`src/rtl/sm83_bus_if.sv`:
```
// sm83_bus_if: SM83 external bus interface. Turns core read/write requests
// sampled on the t4 edge into a registered four-T-state external bus cycle.
// Optional build macro SM83_BUS_STATS_EN adds saturating rd_count/wr_count
// statistics outputs; without it those ports do not exist.
module sm83_bus_if (
  input  logic        clk,
  input  logic        reset,
  input  logic        t1,
  input  logic        t2,
  input  logic        t3,
  input  logic        t4,
  input  logic        req_rd,
  input  logic        req_wr,
  input  logic [15:0] req_addr,
  input  logic [7:0]  req_dout,
  input  logic [7:0]  ext_din,
  output logic [15:0] ext_addr,
  output logic [7:0]  ext_dout,
  output logic        ext_drv,
  output logic        ext_rd_n,
  output logic        ext_wr_n,
  output logic [7:0]  din,
  output logic        din_valid,
  output logic        busy,
`ifdef SM83_BUS_STATS_EN
  output logic [15:0] rd_count,
  output logic [15:0] wr_count,
`endif
  output logic        proto_err
);

  typedef enum logic [1:0] {
    ST_IDLE = 2'd0,
    ST_RD   = 2'd1,
    ST_WR   = 2'd2
  } state_t;

  // True when exactly one T-strobe is asserted.
  function automatic logic strobe_onehot(input logic [3:0] s);
    return (s != 4'd0) && ((s & (s - 4'd1)) == 4'd0);
  endfunction

  state_t      state_r;
  state_t      state_nx_s;
  logic [3:0]  strobe_s;
  logic        strobe_ok_s;
  logic        edge4_s;
  logic        rd_start_s;
  logic        wr_start_s;

  logic [15:0] ext_addr_nx_s;
  logic [7:0]  ext_dout_nx_s;
  logic        ext_drv_nx_s;
  logic        ext_rd_n_nx_s;
  logic        ext_wr_n_nx_s;
  logic [7:0]  din_nx_s;
  logic        din_valid_nx_s;
  logic        busy_nx_s;
  logic        proto_err_nx_s;

  assign strobe_s    = {t4, t3, t2, t1};
  assign strobe_ok_s = strobe_onehot(strobe_s);
  assign edge4_s     = strobe_ok_s & t4;
  // A simultaneous read and write request resolves to the read.
  assign rd_start_s  = edge4_s & req_rd;
  assign wr_start_s  = edge4_s & req_wr & ~req_rd;

  // State register; bad strobes leave the state untouched via state_nx_s.
  always_ff @(posedge clk or posedge reset) begin
    if (reset) begin
      state_r <= ST_IDLE;
    end else begin
      state_r <= state_nx_s;
    end
  end

  // Next state: decisions only on a clean t4 edge, otherwise hold.
  always_comb begin
    state_nx_s = state_r;
    if (rd_start_s) begin
      state_nx_s = ST_RD;
    end else if (wr_start_s) begin
      state_nx_s = ST_WR;
    end else if (edge4_s) begin
      state_nx_s = ST_IDLE;
    end else begin
      state_nx_s = state_r;
    end
  end

  // Next output values: bus cycle starts on t4, write strobe opens on t1,
  // read data is captured and strobes close on t3.
  always_comb begin
    ext_addr_nx_s  = ext_addr;
    ext_dout_nx_s  = ext_dout;
    ext_drv_nx_s   = ext_drv;
    ext_rd_n_nx_s  = ext_rd_n;
    ext_wr_n_nx_s  = ext_wr_n;
    din_nx_s       = din;
    din_valid_nx_s = 1'b0;
    busy_nx_s      = busy;
    proto_err_nx_s = proto_err | ~strobe_ok_s | (edge4_s & req_rd & req_wr);
    if (edge4_s) begin
      busy_nx_s     = rd_start_s | wr_start_s;
      ext_rd_n_nx_s = ~rd_start_s;
      ext_wr_n_nx_s = 1'b1;
      ext_drv_nx_s  = wr_start_s;
      if (rd_start_s || wr_start_s) begin
        ext_addr_nx_s = req_addr;
      end else begin
        ext_addr_nx_s = ext_addr;
      end
      if (wr_start_s) begin
        ext_dout_nx_s = req_dout;
      end else begin
        ext_dout_nx_s = ext_dout;
      end
    end else if (strobe_ok_s && t1 && (state_r == ST_WR)) begin
      ext_wr_n_nx_s = 1'b0;
    end else if (strobe_ok_s && t3) begin
      case (state_r)
        ST_RD: begin
          ext_rd_n_nx_s  = 1'b1;
          din_nx_s       = ext_din;
          din_valid_nx_s = 1'b1;
        end
        ST_WR: begin
          ext_wr_n_nx_s = 1'b1;
        end
        default: begin
          ext_rd_n_nx_s = ext_rd_n;
        end
      endcase
    end else begin
      busy_nx_s = busy;
    end
  end

  // Output registers; reset drops every strobe immediately.
  always_ff @(posedge clk or posedge reset) begin
    if (reset) begin
      ext_addr  <= 16'h0000;
      ext_dout  <= 8'h00;
      ext_drv   <= 1'b0;
      ext_rd_n  <= 1'b1;
      ext_wr_n  <= 1'b1;
      din       <= 8'h00;
      din_valid <= 1'b0;
      busy      <= 1'b0;
      proto_err <= 1'b0;
    end else begin
      ext_addr  <= ext_addr_nx_s;
      ext_dout  <= ext_dout_nx_s;
      ext_drv   <= ext_drv_nx_s;
      ext_rd_n  <= ext_rd_n_nx_s;
      ext_wr_n  <= ext_wr_n_nx_s;
      din       <= din_nx_s;
      din_valid <= din_valid_nx_s;
      busy      <= busy_nx_s;
      proto_err <= proto_err_nx_s;
    end
  end

`ifdef SM83_BUS_STATS_EN
  // Saturating counts of started read and write cycles.
  always_ff @(posedge clk or posedge reset) begin
    if (reset) begin
      rd_count <= 16'h0000;
      wr_count <= 16'h0000;
    end else begin
      if (rd_start_s && (rd_count != 16'hFFFF)) begin
        rd_count <= rd_count + 16'h0001;
      end
      if (wr_start_s && (wr_count != 16'hFFFF)) begin
        wr_count <= wr_count + 16'h0001;
      end
    end
  end
`endif

endmodule

```
`config.mk`:
```
export PLATFORM = sky130hd
export DESIGN_NAME = sm83_bus_if
export DESIGN_NICKNAME = d
export VERILOG_FILES = /design/src/rtl/sm83_bus_if.sv
export SDC_FILE = /design/constraint.sdc
export NUM_CORES = 1
export LEC_CHECK = 0
export BUFFER_PORTS_ARGS = -buffer_cell sky130_fd_sc_hd__buf_4
export CORE_ASPECT_RATIO = 0.7
export CORE_MARGIN = 4
export CORE_UTILIZATION = 49
export CTS_CLUSTER_DIAMETER = 120
export CTS_CLUSTER_SIZE = 12
export DETAILED_ROUTE_END_ITERATION = 12
export PLACE_DENSITY_LB_ADDON = 0.15
export RECOVER_POWER = 100
export SLEW_MARGIN = 20
export SYNTH_ARGS = -nofsm -noshare
export SYNTH_HDL_FRONTEND = slang
export SYNTH_SLANG_ARGS = --single-unit
```
`constraint.sdc`:
```
create_clock -name clk -period 3.15 [get_ports clk]
set_clock_uncertainty 0.2 [all_clocks]
set_input_delay 0.315 -clock clk [delete_from_list [all_inputs] [get_ports clk]]
set_output_delay 0.315 -clock clk [all_outputs]
set_load 0.005 [all_outputs]
```
* Yosys cells after proc, flatten, opt, wreduce, memory -nomap -nowiden
Cells that the tools add are included.
** Cells by class
- Add/subtract/negate cells :: 1
- Equality and inequality tests :: 3
- Multiplexer cells :: 15
- Bitwise operators :: 14
- Reduce and logical (&&, ||, !) cells :: 17
** Operator list (count)
- $mux 1 :: 12
- $reduce_bool 3->1 :: 3
- $mux 2 :: 3
- $reduce_and 2->1 :: 3
- $and 1x1->1 :: 5
- $not 1->1 :: 5
- $and 4x4->4 :: 1
- $logic_and 1x1->1 :: 4
- $logic_not 4->1 :: 1
- $reduce_and 4->1 :: 1
- $reduce_bool 2->1 :: 2
- $reduce_bool 4->1 :: 1
- $sub 4x1->4 const B :: 1
- $or 1x1->1 :: 3
- $reduce_and 3->1 :: 1
- $eq 2x1->1 const B :: 1
- $eq 2x2->1 const B :: 1
- $ne 2x2->1 const B :: 1
- $logic_or 1x1->1 :: 1
** Word-level totals
- Register bits :: 40
- Output and inout bits :: 38
- Logic and storage cells :: 60

* Longest topological paths before layout
- Depth after elaboration :: 9
- Gate-level depth with buffers :: 6

* Worst setup path before layout
Ideal clock, no wire load.
- Path kind :: in2reg
- Start :: input t2
- End :: register ext_addr[0]
- Library setup time :: 0.125 ns
- Arrival time :: 1.726 ns
- Setup slack :: 1.099 ns
- Cell stages on the path :: 6
- Path buffers :: 3
- Cells stage by stage :: buf_2 -> or4b_1 -> buf_2 -> nor2_8 -> buf_12 -> mux2_4
** Between the ends
- Cells in the longest elaborated chain, start to end :: 9
- Elaborated cells between the ends (all ways) :: 11
- Classes of those cells :: 1 x add/sub; 5 x bitwise; 5 x reduce/logical
** RTL lines
- start, declared :: line 9 : input logic t2,
- $sub 4x1->4 :: line 40 : return (s != 4'd0) && ((s & (s - 4'd1)) == 4'd0);
- $and 4x4->4 :: line 40
- $logic_not 4->1 :: line 40
- $logic_and 1x1->1 (*) :: line 40
- $and 1x1->1 (*) :: line 63 : assign edge4_s = strobe_ok_s & t4;
- $and 1x1->1 (2 in series) :: line 66 : assign wr_start_s = edge4_s & req_wr & ~req_rd;
- $logic_or 1x1->1 :: line 108 : if (rd_start_s || wr_start_s) begin
- $reduce_and 2->1 (no source line) (*)
- end signal, assigned :: line 152 : ext_addr <= ext_addr_nx_s;
- end, declared :: line 17 : output logic [15:0] ext_addr,
Mark *: on every way between the ends. The rest lies on a longest branch, timed or not.
A chain may end at the register's enable or synchronous reset.

* Final worst setup path
- Start :: input t3
- End :: register ext_dout[7]
** Between the ends
- Cells in the longest elaborated chain, start to end :: 8
- Elaborated cells between the ends (all ways) :: 9
- Classes of those cells :: 1 x add/sub; 4 x bitwise; 4 x reduce/logical
** RTL lines
- start, declared :: line 10 : input logic t3,
- $sub 4x1->4 :: line 40
- $and 4x4->4 :: line 40
- $logic_not 4->1 :: line 40
- $logic_and 1x1->1 (*) :: line 40
- $and 1x1->1 (*) :: line 63
- $and 1x1->1 (2 in series) :: line 66
- $reduce_and 2->1 (no source line) (*)
- end signal, assigned :: line 153 : ext_dout <= ext_dout_nx_s;
- end, declared :: line 18 : output logic [7:0] ext_dout,
Marks and branches as above.

==> run metrics <==
slowest CP cell=nor4b_1; WS Path Type=primary input to register; GRT overflow=0; HP Class=primary input to register; number of flops mapped to enable cells by yosys=0; area of the multi-input gates=~550 um2; cell accounting for the most synthesized area=dfrtp_1; Cell variety after synth=27; gp weighted congestion=~0.89; Max Cap Violations=0; Syn Nets=148; CTS max path bufs=2; Initial DRT Pass Iterations=4; Worst setup SP type=primary input; detail-routed net length per standard cell=roughly 15 um; synthesized flop and latch total=40; fill count=between 200 and 250; fin area=2310 um2; die height=56.5 um; Nets=228; DP Area=2230 um2; Cells after Synth=approximately 110; Sink Count=40; FF-to-FF path depth=3; ANT nets after route=0; most frequent cell after synthesis=dfrtp_1; post-synthesis async set-or-reset flop share=1.00; Post-Place Setup Slack=0.904 ns; crit path buf inv count=1; GRT Util Overall=0.172; vias=roughly 1100; setup ws final=0.796 ns; mapped cell area=approximately 1600 um2; Initial Util=0.516; largest net degree at the start of global routing=41; Post-CTS Repair Setup Buffers=0; worst hold endpoint=ext_addr[10]$_DFFE_PP0P_; vias in the first global route=~1200; share of layout cells above drive strength 1=0.566; synthesized area per cell=roughly 15 um2; final setup vio count=0; Final Total Pwr=around 1.5 mW; Hold WS=between 0.03 and 0.04 ns; I/O pin count=78; Inserted Diodes=0; hold_sp=req_addr[10]; end of the worst register-to-register path=din[1]$_DFFE_PP0P_; post-synth top area share=0.577; Flop pwr share=0.466; worst hold path depth=2; routed wire length=3490 um; Worst-path clk slew=0.07 ns; Yosys warning count=0; worst r2r src=state_r[1]$_DFFE_PP0P_; Commonest cells post-synth=dfrtp_1 (38), mux2_2 (23), mux2_4 (9); initial antenna violation count=0; core footprint=between 3000 and 4000 um2; die area=4370 um2; Gate power share=0.231; Switching Fraction=0.234; period utilization=0.747; CTS Buf Count=5; fmax=425 MHz; register area share after synthesis=0.609; actual slew at the worst max-slew pin=0.957 ns; vias per cell=slightly above 5; relative slew slack=0.353; Cell Int Power=1.14 mW; Worst R2R Setup Slack=1.46 ns; global-route wire length before repair=5840 um; post-CTS sizing=0; clock share of power=0.303; clock latency on the worst-skew pair=0.29 ns; setup_tns=0 ns; H-tree Lvls=2; Max stage delay on crit path=0.87 ns; hpwl dp=2690 um; RSZ-0062 raised after global routing=false; power density over cell area=642 nW/um2; final hold vios=0; ys flop type=dfrtp_1; critical path's top delay family=simple AND/OR/NAND/NOR gates; Die Wd=77.3 um; crit end category=register; LEAKAGE=between 1 and 1.5 nW; crit path max fanout=10; worst path cell trace=clkbuf_1 -> nor4b_1 -> nand3b_1 -> mux2_2; CTS root buf=clkbuf_8; top post-synthesis cells by area=dfrtp_1 (58%), mux2_2 (16%), mux2_4 (8.2%); status=finished clean; CP Data Required Time=3.12 ns; number of remaining DRC errors=0; Area Overhead vs Synth=40.2%; Final min period=approximately 2.4 ns; TritonCTS clock tree=built; DR iter-0 viols=29; IO buf count=77; Net Switching=~0.35 mW; Peak VDD IR=0.370 mV; Site Rows=17; CP arrival=2.33 ns; Max Slew Vio Count=0; FF/Latch Area=1000 um2
-- worst reg2reg max path, stage by stage, from the launching register on --
cell and delay (ns):
dfrtp_1 0.41, nor2_1 0.11, nand4_1 0.42, mux2_2 0.43
-- per-stage QoR --
step                      instances  utilization
after detailed placement        218        0.700
after global placement          218        0.700
final                           227        0.724
after floorplan                 108            -
after CTS                       227        0.742
after global routing            227        0.724
-- flip-flops by register name (all words and copies together) (netlist names) --
signal     cells
busy           1
din            8
din_valid      1
ext_addr      16
ext_dout       8
ext_drv        1
ext_rd_n       1
ext_wr_n       1
proto_err      1
state_r        2
-- cell usage in the layout (no fill, tap or decap), types with 2 or more instances in the layout --
cell type	n
mux2_1	9
clkbuf_1	4
mux2_2	23
dfrtp_1	38
nand2_1	7
inv_1	2
nor4b_1	3
nor2_1	4
buf_4	38
clkbuf_8	7
clkbuf_4	35
-- cell families (layout without fill, tap and decap cells) --
family	after synthesis	after routing	synth area share
DFF	40	40	0.609
muxes	32	32	0.239
and+or+nand+nor	20	20	0.0797
buffers and inverters	8	89	0.0342
AOI/OAI and AO/OA	7	7	0.0327
xor gates and xnor gates	1	1	0.00532
-- cell type report --
type | instances | share of cell area
Sequential cell | 40 | 0.434
Timing Repair Buffer | 79 | 0.250
Multi-Input combinational cell | 60 | 0.237
Clock buffer | 7 | 0.0417
Tap cell | 38 | 0.0206
Clock inverter | 1 | 0.0130
Inverter | 2 | 0.00325
-- power by group through the flow --
stage / registers (mW) / clock network (mW) / logic, mW
CTS: 0.697 / 0.457 / 0.392
detailed placement: 0.706 / 0 / 0.390
finish: 0.691 / 0.449 / 0.343
floorplan: 0.707 / 0 / 0.144
global placement: 0.698 / 0 / 0.377
global route: 0.706 / 0.478 / 0.376
-- repair_timing --
action                                 4_1_cts  5_1_grt
setup endpoints to repair                    0        0
endpoints found under the hold margin       38        0
hold buffers                                 1        0
-- layer usage --
| layer | global-route usage | routed length [um] | share of wire | vias to the layer above |
|---|---|---|---|---|
| li1 | - | - | - | 538 |
| met1 | 0.190 | 1390 | 0.40 | 560 |
| met2 | 0.292 | 1750 | 0.50 | 44 |
| met3 | 0.0753 | 298 | 0.085 | 5 |
| met4 | 0.0660 | 44 | 0.013 | 0 |
| met5 | 0 | 0 | 0 | - |
-- worst max path at each step --
| stage | start | endpoint | cells after the start |
|---|---|---|---|
| after detailed placement | t3 | ext_addr[3]$_DFFE_PP0P_ | 4 |
| after global routing | t3 | ext_dout[4]$_DFFE_PP0P_ | 4 |
| after global placement | t3 | ext_addr[7]$_DFFE_PP0P_ | 4 |
| after floorplan | t2 | ext_addr[0]$_DFFE_PP0P_ | 6 |
| final | t3 | ext_dout[7]$_DFFE_PP0P_ | 4 |
| after CTS | t3 | ext_addr[3]$_DFFE_PP0P_ | 4 |
Power figures use the tool's default switching activity.
